--- config.mk ---
export PLATFORM = sky130hd
export DESIGN_NAME = mux_stream_n
export DESIGN_NICKNAME = d
export VERILOG_FILES = /design/src/rtl/mux_stream_n_pkg.sv /design/src/rtl/rr_arbiter_n.sv /design/src/rtl/mux_stream_n.sv
export SDC_FILE = /design/constraint.sdc
export NUM_CORES = 1
export LEC_CHECK = 0
export ABC_AREA = 1
export CAP_MARGIN = 20
export CORE_MARGIN = 3
export CORE_UTILIZATION = 30
export CTS_CLUSTER_SIZE = 12
export DETAILED_ROUTE_END_ITERATION = 8
export HOLD_SLACK_MARGIN = 0.02
export PLACE_DENSITY_LB_ADDON = 0.3
export SETUP_SLACK_MARGIN = 0.02
export SKIP_LAST_GASP = 1
export SYNTH_ARGS = -nofsm -noshare
export SYNTH_HDL_FRONTEND = slang
export SYNTH_HIERARCHICAL = 1
export SYNTH_SLANG_ARGS = --single-unit
--- constraint.sdc ---
create_clock -name clk -period 8.9 [get_ports clk]
set_input_delay 2.67 -clock clk [delete_from_list [all_inputs] [get_ports clk]]
set_output_delay 2.67 -clock clk [all_outputs]
set_load 0.05 [all_outputs]
--- src/rtl/mux_stream_n_pkg.sv ---
// Shared definitions for the N-channel stream multiplexer.
// Latency: n/a (types, constants and helpers only).
// Backpressure: n/a.
package mux_stream_n_pkg;

  // Grant mode encoding on the 'mode' input.
  localparam logic MODE_SEL = 1'b0;  // explicit channel select
  localparam logic MODE_RR  = 1'b1;  // round-robin over valid channels

  // Next channel index after idx, wrapping from n-1 back to 0.
  function automatic int wrap_inc(input int idx, input int n);
    return (idx >= n - 1) ? 0 : idx + 1;
  endfunction

endpackage

--- src/rtl/rr_arbiter_n.sv ---
// Rotating-priority encoder: first requester at or after 'base', wrapping at NCH-1.
// Latency: combinational.
// Backpressure: none; the caller gates the grant with its own load condition.
//
// Ports:
//   req    in   NCH   request vector
//   base   in   SELW  highest-priority index this cycle (expected < NCH)
//   gnt    out  SELW  granted index (0 when nothing requests)
//   gnt_v  out  1     any request present
module rr_arbiter_n #(
  parameter int NCH  = 8,
  parameter int SELW = 3
) (
  input  logic [NCH-1:0]  req,
  input  logic [SELW-1:0] base,
  output logic [SELW-1:0] gnt,
  output logic            gnt_v
);

  int w_idx;

  // Walk from the lowest priority to the highest so the last hit wins,
  // which is the first requester in rotating order from 'base'.
  always_comb begin
    gnt   = '0;
    gnt_v = |req;
    w_idx = 0;
    for (int k = NCH - 1; k >= 0; k--) begin
      w_idx = int'(base) + k;
      if (w_idx >= NCH) w_idx = w_idx - NCH;
      if (req[w_idx]) gnt = SELW'(w_idx);
    end
  end

endmodule

--- src/rtl/mux_stream_n.sv ---
// N-channel stream mux: picks one channel per clk (explicit select or round-robin) into one output register.
// Latency: 1 clk from input transfer to out_valid; sustains 1 word/clk with out_ready=1.
// Backpressure: out_valid & !out_ready stalls; every in_ready drops in the same cycle.
//
// Ports:
//   clk, rst             clock, synchronous active-high reset
//   in_data/in_valid     flattened channel data (ch i at [i*WIDTH +: WIDTH]) and per-channel valid
//   in_ready             per-channel ready, combinational, at most one bit set
//   mode, sel            0: use channel 'sel'; 1: round-robin
//   out_data/out_ch      registered word and the channel it came from
//   out_valid/out_ready  output handshake
module mux_stream_n
  import mux_stream_n_pkg::*;
#(
  parameter  int WIDTH = 16,
  parameter  int NCH   = 8,
  localparam int SELW  = $clog2(NCH)
) (
  input  logic                 clk,
  input  logic                 rst,
  input  logic [NCH*WIDTH-1:0] in_data,
  input  logic [NCH-1:0]       in_valid,
  output logic [NCH-1:0]       in_ready,
  input  logic                 mode,
  input  logic [SELW-1:0]      sel,
  output logic [WIDTH-1:0]     out_data,
  output logic [SELW-1:0]      out_ch,
  output logic                 out_valid,
  input  logic                 out_ready
);

  logic             r_out_valid;
  logic [WIDTH-1:0] r_out_data;
  logic [SELW-1:0]  r_out_ch;
  logic [SELW-1:0]  r_rr_ptr;

  logic             w_load;
  logic             w_sel_ok;
  logic             w_gnt_v;
  logic             w_xfer;
  logic             w_arb_v;
  logic [SELW-1:0]  w_gnt;
  logic [SELW-1:0]  w_arb_gnt;
  logic [WIDTH-1:0] w_gnt_data;

  rr_arbiter_n #(
    .NCH  (NCH),
    .SELW (SELW)
  ) u_arb (
    .req   (in_valid),
    .base  (r_rr_ptr),
    .gnt   (w_arb_gnt),
    .gnt_v (w_arb_v)
  );

  // The register can take a word when empty or when its word leaves this cycle.
  assign w_load = !r_out_valid || out_ready;

  always_comb begin
    w_gnt    = '0;
    w_gnt_v  = 1'b0;
    // sel may exceed NCH-1 when NCH is not a power of two; such a select grants nothing.
    w_sel_ok = (int'(sel) < NCH);
    if (mode == MODE_RR) begin
      w_gnt   = w_arb_gnt;
      w_gnt_v = w_arb_v;
    end else begin
      w_gnt   = sel;
      w_gnt_v = w_sel_ok && in_valid[sel];
    end
  end

  // gnt_v already implies in_valid[gnt], so a ready grant is a transfer.
  assign w_xfer = w_load && w_gnt_v && !rst;

  always_comb begin
    in_ready   = '0;
    w_gnt_data = '0;
    for (int i = 0; i < NCH; i++) begin
      if (int'(w_gnt) == i) begin
        in_ready[i] = w_xfer;
        w_gnt_data  = in_data[i*WIDTH +: WIDTH];
      end
    end
  end

  always_ff @(posedge clk) begin
    if (rst) begin
      r_out_valid <= 1'b0;
      r_out_data  <= '0;
      r_out_ch    <= '0;
      r_rr_ptr    <= '0;
    end else if (w_xfer) begin
      r_out_valid <= 1'b1;
      r_out_data  <= w_gnt_data;
      r_out_ch    <= w_gnt;
      if (mode == MODE_RR) r_rr_ptr <= SELW'(wrap_inc(int'(w_gnt), NCH));
    end else if (out_ready) begin
      // Drained with nothing to replace it; data and channel hold.
      r_out_valid <= 1'b0;
    end
  end

  assign out_valid = r_out_valid;
  assign out_data  = r_out_data;
  assign out_ch    = r_out_ch;

endmodule

# ---- Word-level counts from Yosys, hierarchy flattened
# Index checks and enable logic that the tools add are counted.
# W data, S select, Z words.
dict set report totals {
  regBits 23
  in_bits 143
  out_inout_bits 28
  word_cells 117
}
dict set report op_classes {
  addsub 16
  order_cmp 18
  eq_ne 7
  n_mux 63
  reduce_logical 9
}
# cell count
set ops {}
lappend ops {{$lt A32 B5 Y1 const B} 8}
lappend ops {{$mux W32} 8}
lappend ops {{$ge A32 B5 Y1 const B} 7}
lappend ops {{$sub A32 B5 Y32 const B} 7}
lappend ops {{$mux W16} 8}
lappend ops {{$mux W3} 10}
lappend ops {{$mux W1} 28}
lappend ops {{$bmux W1 S3} 9}
lappend ops {{$add A3 B3 Y4 const B} 4}
lappend ops {{$eq A3 B3 Y1 const B} 4}
lappend ops {{$add A3 B2 Y4 const B} 2}
lappend ops {{$reduce_or A8 Y1} 1}
lappend ops {{$eq A3 B2 Y1 const B} 2}
lappend ops {{$sub A3 B4 Y5 const B} 1}
lappend ops {{$add A3 B1 Y4 const B} 1}
lappend ops {{$ge A3 B4 Y1 const B} 1}
lappend ops {{$lt A3 B4 Y1 const B} 1}
lappend ops {{$add A3 B1 Y3 const B} 1}
lappend ops {{$eq A3 B1 Y1 const B} 1}
lappend ops {{$ge A3 B3 Y1 const B} 1}
lappend ops {{$logic_not A3 Y1} 1}
lappend ops {{$logic_and A1 B1 Y1} 2}
lappend ops {{$logic_not A1 Y1} 2}
lappend ops {{$reduce_and A2 Y1} 1}
lappend ops {{2 further kinds} 2}

# ---- Longest topological paths before layout
# Gate-level depths: netlist of the first run.
dict set report depth {
  word_depth 24
  depth_mapped 32
  mapped_depth_nobuf 29
}

# ---- Hierarchy
# The synthesis of the first run kept the hierarchy.
# mod instances cells_per_inst area_per_inst_um2 seq_area_each_um2
set modules_own_cells {}
lappend modules_own_cells {mux_stream_n 1 574 2930.3 460.4}
lappend modules_own_cells {rr_arbiter_n 1 129 688.2 0.0}

# ---- Worst setup path before layout of the first run
# No wires, ideal clock.
dict set report synth_timing {
  kind {input to output}
  startpoint {in in_valid[7]}
  endpoint {out in_ready[1]}
  arrival_time_ns 5.371
  t_required_ns 6.230
  setup_slack_ns 0.859
  path_stages 17
  path_buffers 1
  cell_sequence {nand2_1 > nand3_1 > nand3_1 > nand2_1 > a21oi_1 > nand3_1 > nand2_1 > nand2_1 > nand2_1 > a21oi_2 > nand2_1 > o21ai_0 > inv_1 > ha_1 > inv_1 > buf_1 > nor3_1}
}
dict set report synth_via {
  elab_chain_cells 14
  word_cells_on_any_way 41
  cone_classes {1 x eq/ne; 37 x mux; 3 x reduce/logical}
}
# item line
set synth_lines {}
lappend synth_lines {{start: declaration} mux_stream_n.sv:22} ;# input logic [NCH-1:0] in_valid,
lappend synth_lines {{$bmux W1 S3} rr_arbiter_n.sv:31} ;# if (req[w_idx]) gnt = SELW'(w_idx);
lappend synth_lines {{$mux W1 (not written as such) (2 in series)} rr_arbiter_n.sv:31}
lappend synth_lines {{$mux W3 (7 in series)} rr_arbiter_n.sv:31}
lappend synth_lines {{$mux W3 *} rr_arbiter_n.sv:31}
lappend synth_lines {{named net w_arb_gnt[1]} mux_stream_n.sv:43} ;# logic [SELW-1:0] w_arb_gnt;
lappend synth_lines {{$mux W3 *} mux_stream_n.sv:64} ;# if (mode == MODE_RR) begin
lappend synth_lines {{named net w_gnt[1]} mux_stream_n.sv:42} ;# logic [SELW-1:0] w_gnt;
lappend synth_lines {{$eq A3 B2 Y1 *} mux_stream_n.sv:80} ;# if (int'(w_gnt) == i) begin
lappend synth_lines {{$mux W1 *} mux_stream_n.sv:80}
lappend synth_lines {{end: declaration} mux_stream_n.sv:23} ;# output logic [NCH-1:0] in_ready,
# The timed path passes the listed nets; every way through them passes the cells marked *. The select of a mux whose other input is x is not followed.

# ---- Worst setup path in the final report of the first run
dict set report layout_timing {
  startpoint {in in_valid[0]}
  endpoint {out in_ready[3]}
}
dict set report layout_via {
  elab_chain_cells 14
  word_cells_on_any_way 41
  cone_classes {1 x eq/ne; 37 x mux; 3 x reduce/logical}
}
# item line
set layout_lines {}
lappend layout_lines {{$bmux W1 S3} rr_arbiter_n.sv:31}
lappend layout_lines {{$mux W1 (not written as such) (2 in series)} rr_arbiter_n.sv:31}
lappend layout_lines {{$mux W3 (7 in series)} rr_arbiter_n.sv:31}
lappend layout_lines {{$mux W3 *} rr_arbiter_n.sv:31}
lappend layout_lines {{named net w_arb_gnt[0]} mux_stream_n.sv:43}
lappend layout_lines {{$mux W3 *} mux_stream_n.sv:64}
lappend layout_lines {{named net w_gnt[0]} mux_stream_n.sv:42}
lappend layout_lines {{$eq A3 B3 Y1 *} mux_stream_n.sv:80}
lappend layout_lines {{$mux W1 *} mux_stream_n.sv:80}
# Marks and branches as above.

==> results.ini, run 1 <==
[finish]
area_growth_pct=53.1
nets=1006
fin_util=0.477
drive_gt1_frac=0.0796
antenna_cells=0
stdcell_area_sq_um=5540
register_area_sq_um=460
n_fill_cell=1244
multi_input_area_sq_um=2530

[worst_setup_path]
crit_arrival_ps=5570
cpMaxStageDelayCell=clkdlybuf4s50_1
critPathMaxStageDelay_ps=490
r2r-end=out_data[15]
cp.required_ps=6230
crit_path_start=in_valid[0]
r2r_slack_ps=4540
reg2reg_from=r_rr_ptr[0]
cp_max_fo=8
crit_top_cell=nand2_1
cp-start-kind=input port
r2r_cells=28
worstSetupPathType=in -> out
path_cells=clkdlybuf4s50_1, nand2_1, nand3_1, nand3_2, nand2_2, nor2_2, nor2_1, o21ai_1, nand2_1, nand2_1, nand2_1, nand2_1, nor2_1, a21oi_1, ha_1, ha_1, clkinv_1, nor2_1, buf_12
worstSetupEndpointType=primary output

[drt]
first_pass_iters=5
wl_met3_um=1130
via_per_inst=4.73
wirelength_um=13800
postRouteAntennaNets=0
num_vias=4714
wl_per_cell_um=13.9
routed.top_layer=met4
wl_met2_um=6790
route.detailed.drc=0
drt-initial-drc-count=297
met1Wirelength_um=5640

[clock_network]
h-tree-depth=1
cts_sinks=23
cts_resized=0
cts_tree=yes
numCtsBuffers=3
clock_latency_ps=260
cts.clk_slew.worst_paths_ps=70
post_cts_buffers=0
cts_buffer_depth=2
cts_root_buffer=clkbuf_16
cts_hold_buf=0

[placement]
place_ws_ps=656
numPortBuffers=170
placed_cell_area_sq_um=5460
hpwl_um=11200
gp_congestion=0.965

[min_path]
hp-class=reg -> reg
min_path_cells=2
min_to=out_ch[2]
hold_start=out_ch[2]

[logic_synthesis]
syn-num-nets=854
ys_types=30
synth_area_leaders=nand2_1, dfxtp_1, inv_1
seq_area_frac_synth=0.127
synthCells=703
synth.most_common_cell=nand2_1
syn_area_sq_um=3620
synth_top_area_share=0.268
synth_top_area_cell=nand2_1
synth-async-reset-ratio=0
synth.avg_cell_area_sq_um=5.15
ys_ff_latch=23
synth_ff_type=dfxtp_1
ys.warnings.count=6
synthTopCellsByCount=nand2_1, inv_1, nand3_1
synth-edff-count=0

[run_status]
status=completed

[floorplan]
start_util=0.312
die_w_um=116
die_area_sq_um=13400
core_area_sq_um=11600
io_pins=171
die_h_um=116
rows=39

[grt]
grt-ovfl-total=0
track_usage=0.204
grt_pass1_vias=4378
grt_max_degree=29
antenna_found_initial=0
grt_first_pass_wirelength_um=21800

[sta]
tns_ps=0
setup_viol=0
worst_slack_ps=657
finClkSkew_ps=5.50
hold_viol=0
fmax_mhz=121
fin_crit_sh=0.926
slew_headroom=0.575
timing.hold.ws_ps=470
worst_slew_pin_slew_ps=637
fin_crit_ps=8240
drv_slew=0
rsz0062_at_grt=no

[power]
ir_drop_uv=85.2
leakagePower_nw=2.82
power.density_nw_per_um2=123

[run]
max_cap_violations=0

==> routing by layer <==
layer  up-vias  GRT usage
li1       2504          -
met1      2038      0.251
met2       158      0.352
met3        14     0.0627
met4         0     0.0410
met5         -          0
==> where the power goes <==
part | switching, W | internal, W | total [W]
Sequential | 0.0000109 | 0.000117 | 0.000128
Combinational | 0.000274 | 0.000179 | 0.000453
Clock | 0.0000427 | 0.0000607 | 0.000103
Total | 0.000327 | 0.000357 | 0.000684
==> cell families after synthesis <==
logic type	Yosys count	synth area share
AO/OA/AOI/OAI	57	0.0799
flip-flops	23	0.127
adder cells (fa/ha/maj)	8	0.0277
AND/OR/NAND/NOR	469	0.586
XOR/XNOR	2	0.00484
buffers and inverters	144	0.174
==> flip-flops by register name, indices dropped and copies added, names as in the netlist <==
name,count
out_ch,3
out_data,16
out_valid,1
r_rr_ptr,3
==> critical path, delay by kind of cell <==
kind / cells / cell delay (ps)
simple gates: 12 / 1080
buf+inv: 3 / 810
fa+ha+maj: 2 / 600
compound gates: 2 / 400
==> cell type report <==
| class | count | area share |
|---|---|---|
| Sequential cell | 23 | 0.0831 |
| Clock buffer | 3 | 0.0136 |
| Clock inverter | 1 | 0.000903 |
| Tap cell | 143 | 0.0323 |
| Timing Repair Buffer | 184 | 0.341 |
| Inverter | 107 | 0.0734 |
| Multi-Input combinational cell | 536 | 0.456 |
==> metrics by stage <==
| stage | power (W) | std cells |
|---|---|---|
| finish | 0.000684 | 997 |
| global route | 0.000748 | 997 |
| CTS | 0.000691 | 997 |
| global placement | 0.000585 | 993 |
| floorplan | 0.000423 | 703 |
| detailed placement | 0.000585 | 993 |
==> worst max-delay path by stage <==
stage	endpoint	slack [ps]	depth (start not counted)
4_1_cts	in_ready[3]	650	19
6_report	in_ready[3]	660	19
2_1_floorplan	in_ready[1]	860	17
3_5_place_dp	in_ready[3]	660	19
3_3_place_gp	in_ready[3]	690	19
5_1_grt	in_ready[3]	360	18
==> placed cells by master (no fill, tap or decap), types with 12 or more instances in the layout <==
master	instances
nand2_1	258
nor2_1	63
nand4_1	31
a21oi_1	32
dfxtp_1	23
nand3_1	75
nand2_2	15
clkdlybuf4s50_1	162
o21ai_0	19
buf_4	14
inv_1	101
nand3_2	12
No activity file was read; power rests on OpenSTA's default activity.
==> run 2, diff against run 1 <==
--- a/config.mk
+++ b/config.mk
@@ -7,8 +7,10 @@
 export LEC_CHECK = 0
 export ABC_AREA = 1
 export CAP_MARGIN = 20
+export CELL_PAD_IN_SITES_DETAIL_PLACEMENT = 0
+export CELL_PAD_IN_SITES_GLOBAL_PLACEMENT = 1
 export CORE_MARGIN = 3
-export CORE_UTILIZATION = 30
+export CORE_UTILIZATION = 28
 export CTS_CLUSTER_SIZE = 12
 export DETAILED_ROUTE_END_ITERATION = 8
 export HOLD_SLACK_MARGIN = 0.02
==> run 2 against run 1 <==
Critical endpoint is now in_ready[4]. Cell count rose by 2.4%. Via count up 1.3%. Power rose by 1.5%. Die area up 6.8%. Sequential power hardly changed. Sequential share of layout area hardly changed. Count of clock-buffer cells in the layout unchanged.
==> results.ini, run 2 (synthesized netlist as in run 1, its figures left out) <==
[drt]
first_pass_iters=5  ; unchanged
via_per_inst=4.68  ; -1.1%
wirelength_um=14800  ; +7.3%
postRouteAntennaNets=0  ; unchanged
num_vias=4775  ; +1.3%
wl_per_cell_um=14.5  ; +4.7%
drt-initial-drc-count=254  ; -14%
route.detailed.drc=0  ; unchanged

[clock_network]
post_cts_buffers=0  ; unchanged
cts_sinks=23  ; unchanged
cts_hold_buf=0  ; unchanged
cts_buffer_depth=2  ; unchanged
cts_tree=yes
cts_resized=0  ; unchanged
cts.clk_slew.worst_paths_ps=70  ; about the same
cts_root_buffer=clkbuf_16
h-tree-depth=1  ; unchanged
clock_latency_ps=260  ; about the same
numCtsBuffers=3  ; unchanged

[finish]
largest_reg_flops=16  ; unchanged
area_growth_pct=53.8
stdcell_count=1021  ; +2.4%
stdcell_area_sq_um=5560  ; +0.43%
drive_gt1_frac=0.0785  ; -0.00108
final_cell_mix=nand2_1, clkdlybuf4s50_1, inv_1
nets=1005  ; -0.099%
mostFrequentLayoutCell=nand2_1
antenna_cells=0  ; unchanged

[run_status]
status=completed

[sta]
slew_headroom=0.547  ; -0.0276
setup_viol=0  ; unchanged
tns_ps=0  ; unchanged
finClkSkew_ps=4.63  ; -0.873 ps
worst_slew_pin_slew_ps=679  ; +41.4 ps
fin_crit_ps=8450  ; +212 ps
fin_crit_sh=0.950  ; +0.0238
hold_viol=0  ; unchanged
rsz0062_at_grt=no
fmax_mhz=118  ; -2.5%
drv_slew=0  ; unchanged

[worst_setup_path]
cp_max_fo=26  ; +18
worstSetupPathType=in -> out
crit_end=in_ready[4]
cp.required_ps=6230  ; about the same
crit_arrival_ps=5780  ; +210 ps
cpMaxStageDelayCell=clkdlybuf4s50_1
crit_top_cell=nand2_1
reg2reg_from=r_rr_ptr[0]
r2r_cells=27  ; -3.6%
path_cells=clkdlybuf4s50_1, nand2_2, nand3_1, nand3_2, nand2_2, a21oi_1, o21ai_1, nand2_1, nand2_1, nand2_1, nand2_1, nand2_1, nor2_1, a21oi_1, inv_1, ha_1, inv_1, nor2_8, inv_1, nor2_1, buf_12
critPathMaxStageDelay_ps=590  ; +100 ps
r2r-end=out_data[5]
r2r_slack_ps=4390  ; -150 ps
worstSetupEndpointType=primary output
cp-start-kind=input port
crit_path_start=in_valid[0]

[grt]
track_usage=0.198  ; -0.00565
grt_max_degree=29  ; unchanged
grt-ovfl-total=0  ; unchanged
grt_first_pass_wirelength_um=23300  ; +6.6%
grt_pass1_vias=4541  ; +3.7%
antenna_found_initial=0  ; unchanged

[placement]
gp_congestion=0.872  ; -9.7%
numPortBuffers=170  ; unchanged
placed_cell_area_sq_um=5480  ; +0.44%
placed_cells=1017  ; +2.4%
hpwl_um=12100  ; +7.8%

[floorplan]
io_pins=171  ; unchanged
rows=40  ; +2.6%
die_h_um=120  ; +3.3%
start_util=0.294  ; -0.0177
die_w_um=120  ; +3.3%
die_area_sq_um=14300  ; +6.8%
core_area_sq_um=12300  ; +6.0%

[power]
total_power_w=0.000694  ; +1.5%
power.density_nw_per_um2=125  ; +1.1%
ir_drop_uv=68.1  ; -20%
leakagePower_nw=2.81  ; -0.23%

[min_path]
hp-class=reg -> reg

[run]
max_cap_violations=0  ; unchanged

## run 2: how the worst min path moves through the flow
stage,slack (ps),depth (start not counted),to,startpoint
final,480,2,out_ch[2],out_ch[2]
after global routing,520,2,out_ch[0],out_ch[0]
after floorplan,500,2,r_rr_ptr[2],r_rr_ptr[2]
after global placement,460,2,out_ch[2],out_ch[2]
after detailed placement,470,2,out_ch[2],out_ch[2]
after CTS,490,2,out_ch[2],out_ch[2]
## run 2: cell type report
class	count	area [sq um]
clock buffers	3	75.1
clock inverters	1	5.00
fillers	1357	6750
inverters	107	407
multi-input cells	536	2530
flip-flops and latches	23	460
well taps	168	210
repair buffers	183	1880
## run 2: where the power goes
group	leakage, nW	switching (W)	internal [W]	total (W)
Sequential	0.190	0.0000112	0.000117	0.000128
Clock	0.0409	0.0000423	0.0000607	0.000103
Combinational	2.58	0.000284	0.000179	0.000463
## run 2: worst max-delay path: cells and delay by family
kind	cells	cell delay [ps]
compound gates	3	270
simple gates	12	1380
fa+ha+maj	1	200
buf+inv	5	1250
## run 2: stage by stage
stage	utilization	hold slack [ps]	setup slack [ps]
floorplan	-	499	859
global placement	0.445	456	590
detailed placement	0.445	472	481
CTS	0.452	486	467
global route	0.452	521	161
finish	0.452	483	445
## run 2: layer usage
metal,track usage,share of wire,up-vias
met2,0.336,0.47,149
met3,0.0514,0.068,19
met4,0.0422,0.019,0
met5,0,0,-
li1,-,-,2495
met1,0.254,0.45,2112
==> run 3, diff against run 2 <==
--- a/config.mk
+++ b/config.mk
@@ -10,9 +10,10 @@
 export CELL_PAD_IN_SITES_DETAIL_PLACEMENT = 0
 export CELL_PAD_IN_SITES_GLOBAL_PLACEMENT = 1
 export CORE_MARGIN = 3
-export CORE_UTILIZATION = 28
+export CORE_UTILIZATION = 30
 export CTS_CLUSTER_SIZE = 12
 export DETAILED_ROUTE_END_ITERATION = 8
+export DONT_BUFFER_PORTS = 1
 export HOLD_SLACK_MARGIN = 0.02
 export PLACE_DENSITY_LB_ADDON = 0.3
 export SETUP_SLACK_MARGIN = 0.02
==> constraint.sdc (replaced) <==
create_clock -name clk -period 9.28 [get_ports clk]
set_input_delay 2.784 -clock clk [delete_from_list [all_inputs] [get_ports clk]]
set_output_delay 2.784 -clock clk [all_outputs]
set_load 0.05 [all_outputs]
==> run 3 against run 2 <==
First-iteration DRC count is 21% higher. Sequential power increased by 32%. Cell area down 32%. Die area decreased by 6.3%. Largest cell class unchanged. Highest routed layer is now met5.
==> results.ini, run 3 (synthesized netlist as in run 1, its figures left out) <==
[run_status]
status=completed

[clock_network]
cts_root_buffer=clkbuf_16
post_cts_buffers=0  ; unchanged
cts_resized=0  ; unchanged
numCtsBuffers=3  ; unchanged
clock_latency_ps=260  ; about the same
cts_hold_buf=0  ; unchanged
cts.clk_slew.worst_paths_ps=60  ; about the same
cts_sinks=23  ; unchanged
h-tree-depth=1  ; unchanged
cts_tree=yes
cts_buffer_depth=2  ; unchanged

[min_path]
hp-class=reg -> reg

[grt]
use_met2=0.357  ; +0.0213
grt_util_met3=0.0423  ; -0.00907
grt-ovfl-total=0  ; unchanged
track_usage=0.194  ; -0.00452
antenna_found_initial=1  ; +1
grt_max_degree=29  ; unchanged
grt_first_pass_wirelength_um=20500  ; -12%
grt_busiest_layer=met2
grt_pass1_vias=4062  ; -11%
met1_usage=0.235  ; -0.0188

[placement]
placed_cell_area_sq_um=3680  ; -33%
place_ws_ps=665  ; +184 ps
gp_congestion=0.913  ; +4.7%
hpwl_um=10800  ; -11%
numPortBuffers=0  ; -100%

[sta]
finClkSkew_ps=8.29  ; +3.67 ps
setup_viol=0  ; unchanged
fmax_mhz=116
timing.hold.ws_ps=704  ; +221 ps
worst_slew_pin_slew_ps=1110  ; +428 ps
rsz0062_at_grt=no
hold_viol=0  ; unchanged
fin_crit_sh=0.932
slew_headroom=0.263  ; -0.284
drv_slew=0  ; unchanged
tns_ps=0  ; unchanged
fin_crit_ps=8650
worst_slack_ps=628  ; +183 ps

[finish]
mostFrequentLayoutCell=nand2_1
drive_gt1_frac=0.0877  ; +0.00917
n_fill_cell=1366  ; +0.66%
antenna_cells=0  ; unchanged
area_growth_pct=3.87
final_cell_mix=nand2_1, inv_1, nand3_1
largest_reg_flops=16  ; unchanged
nets=836  ; -17%
stdcell_area_sq_um=3760  ; -32%

[worst_setup_path]
reg2reg_from=r_rr_ptr[0]
crit_buf_inv=2  ; -3
cpLargestDelayFamily=simple AND/OR/NAND/NOR gates
worstSetupPathType=in -> out
cp.required_ps=6500  ; +270 ps
path_cells=nand2_2, nand3_1, nand3_2, nand2_2, a21oi_1, o21ai_1, nand2_1, nand2_1, nand2_1, nand2_1, nand2_1, nor2_1, a21oi_1, inv_1, ha_1, nand2_2, nor2_1, buf_4
crit_path_start=in_valid[6]
cp_max_fo=27  ; +3.8%
r2r-end=out_data[12]
crit_end=in_ready[6]
cp-start-kind=input port
critPathMaxStageDelay_ps=910  ; +320 ps
r2r_cells=25  ; -7.4%
crit_arrival_ps=5870  ; +90 ps
crit_top_cell=nand2_1
r2r_slack_ps=4360  ; -30 ps
worst-path-stages=18  ; -14%
worstSetupEndpointType=primary output
cpMaxStageDelayCell=ha_1

[power]
leakagePower_nw=2.13  ; -24%
power.density_nw_per_um2=151  ; +21%
ir_drop_uv=64.6  ; -5.1%

[drt]
first_pass_iters=7  ; +2
wl_per_cell_um=16.1  ; +10%
via_per_inst=5.01  ; +7.2%
route.detailed.drc=0  ; unchanged
postRouteAntennaNets=0  ; unchanged
drt-initial-drc-count=307  ; +21%
num_vias=4146  ; -13%
wirelength_um=13300  ; -11%

[floorplan]
io_pins=171  ; unchanged
die_area_sq_um=13400  ; -6.3%
die_h_um=116  ; -3.2%
start_util=0.312  ; +0.0177
rows=39  ; -2.5%
die_w_um=116  ; -3.2%
core_area_sq_um=11600  ; -5.7%

[run]
max_cap_violations=0  ; unchanged

-- run 3: cell types whose count changed in the layout (fill, tap and decap cells not counted) --
cell and change:
buf_12 -8, clkdlybuf4s50_1 -162, buf_4 +1
-- run 3: tightest hold or removal path, cell delays in order, from the launching register on --
cell	delay, ps
dfxtp_1	420
o21ai_0	200
nor2_1	40
-- run 3: area by class of cell --
| cell class | count | area [sq um] | area share |
|---|---|---|---|
| clock buffers | 3 | 75.1 | 0.0200 |
| clock inverters | 1 | 5.00 | 0.00133 |
| inverters | 107 | 407 | 0.108 |
| multi-input cells | 536 | 2530 | 0.672 |
| flip-flops and latches | 23 | 460 | 0.123 |
| well taps | 143 | 179 | 0.0476 |
| repair buffers | 14 | 105 | 0.0280 |
-- run 3: worst min path at each step --
stage,endpoint,slack [ps],depth (start not counted),start
floorplan,r_rr_ptr[2],500,2,r_rr_ptr[2]
global placement,r_rr_ptr[2],710,2,r_rr_ptr[2]
detailed placement,r_rr_ptr[2],710,2,r_rr_ptr[2]
CTS,r_rr_ptr[2],710,2,r_rr_ptr[2]
global route,out_ch[2],750,2,out_ch[2]
finish,r_rr_ptr[2],700,2,r_rr_ptr[2]
-- run 3: metrics by stage --
| step | cells | utilization | power (W) |
|---|---|---|---|
| 6_report | 827 | 0.324 | 0.000566 |
| 5_1_grt | 827 | 0.324 | 0.000622 |
| 4_1_cts | 827 | 0.324 | 0.000572 |
| 3_5_place_dp | 823 | 0.317 | 0.000473 |
| 3_3_place_gp | 823 | 0.317 | 0.000472 |
| 2_1_floorplan | 703 | - | 0.000405 |
-- run 3: where the power goes --
part | internal (W) | switching, W | total [W]
combinational | 0.0000940 | 0.000207 | 0.000301
sequential | 0.000112 | 0.0000565 | 0.000169
clock | 0.0000581 | 0.0000386 | 0.0000967
-- run 3: per-layer routing --
layer | vias to the layer above | wire length [um]
met2 | 161 | 6660
met4 | 2 | 104
li1 | 2152 | -
met5 | - | 13
met1 | 1821 | 5410
met3 | 10 | 1080
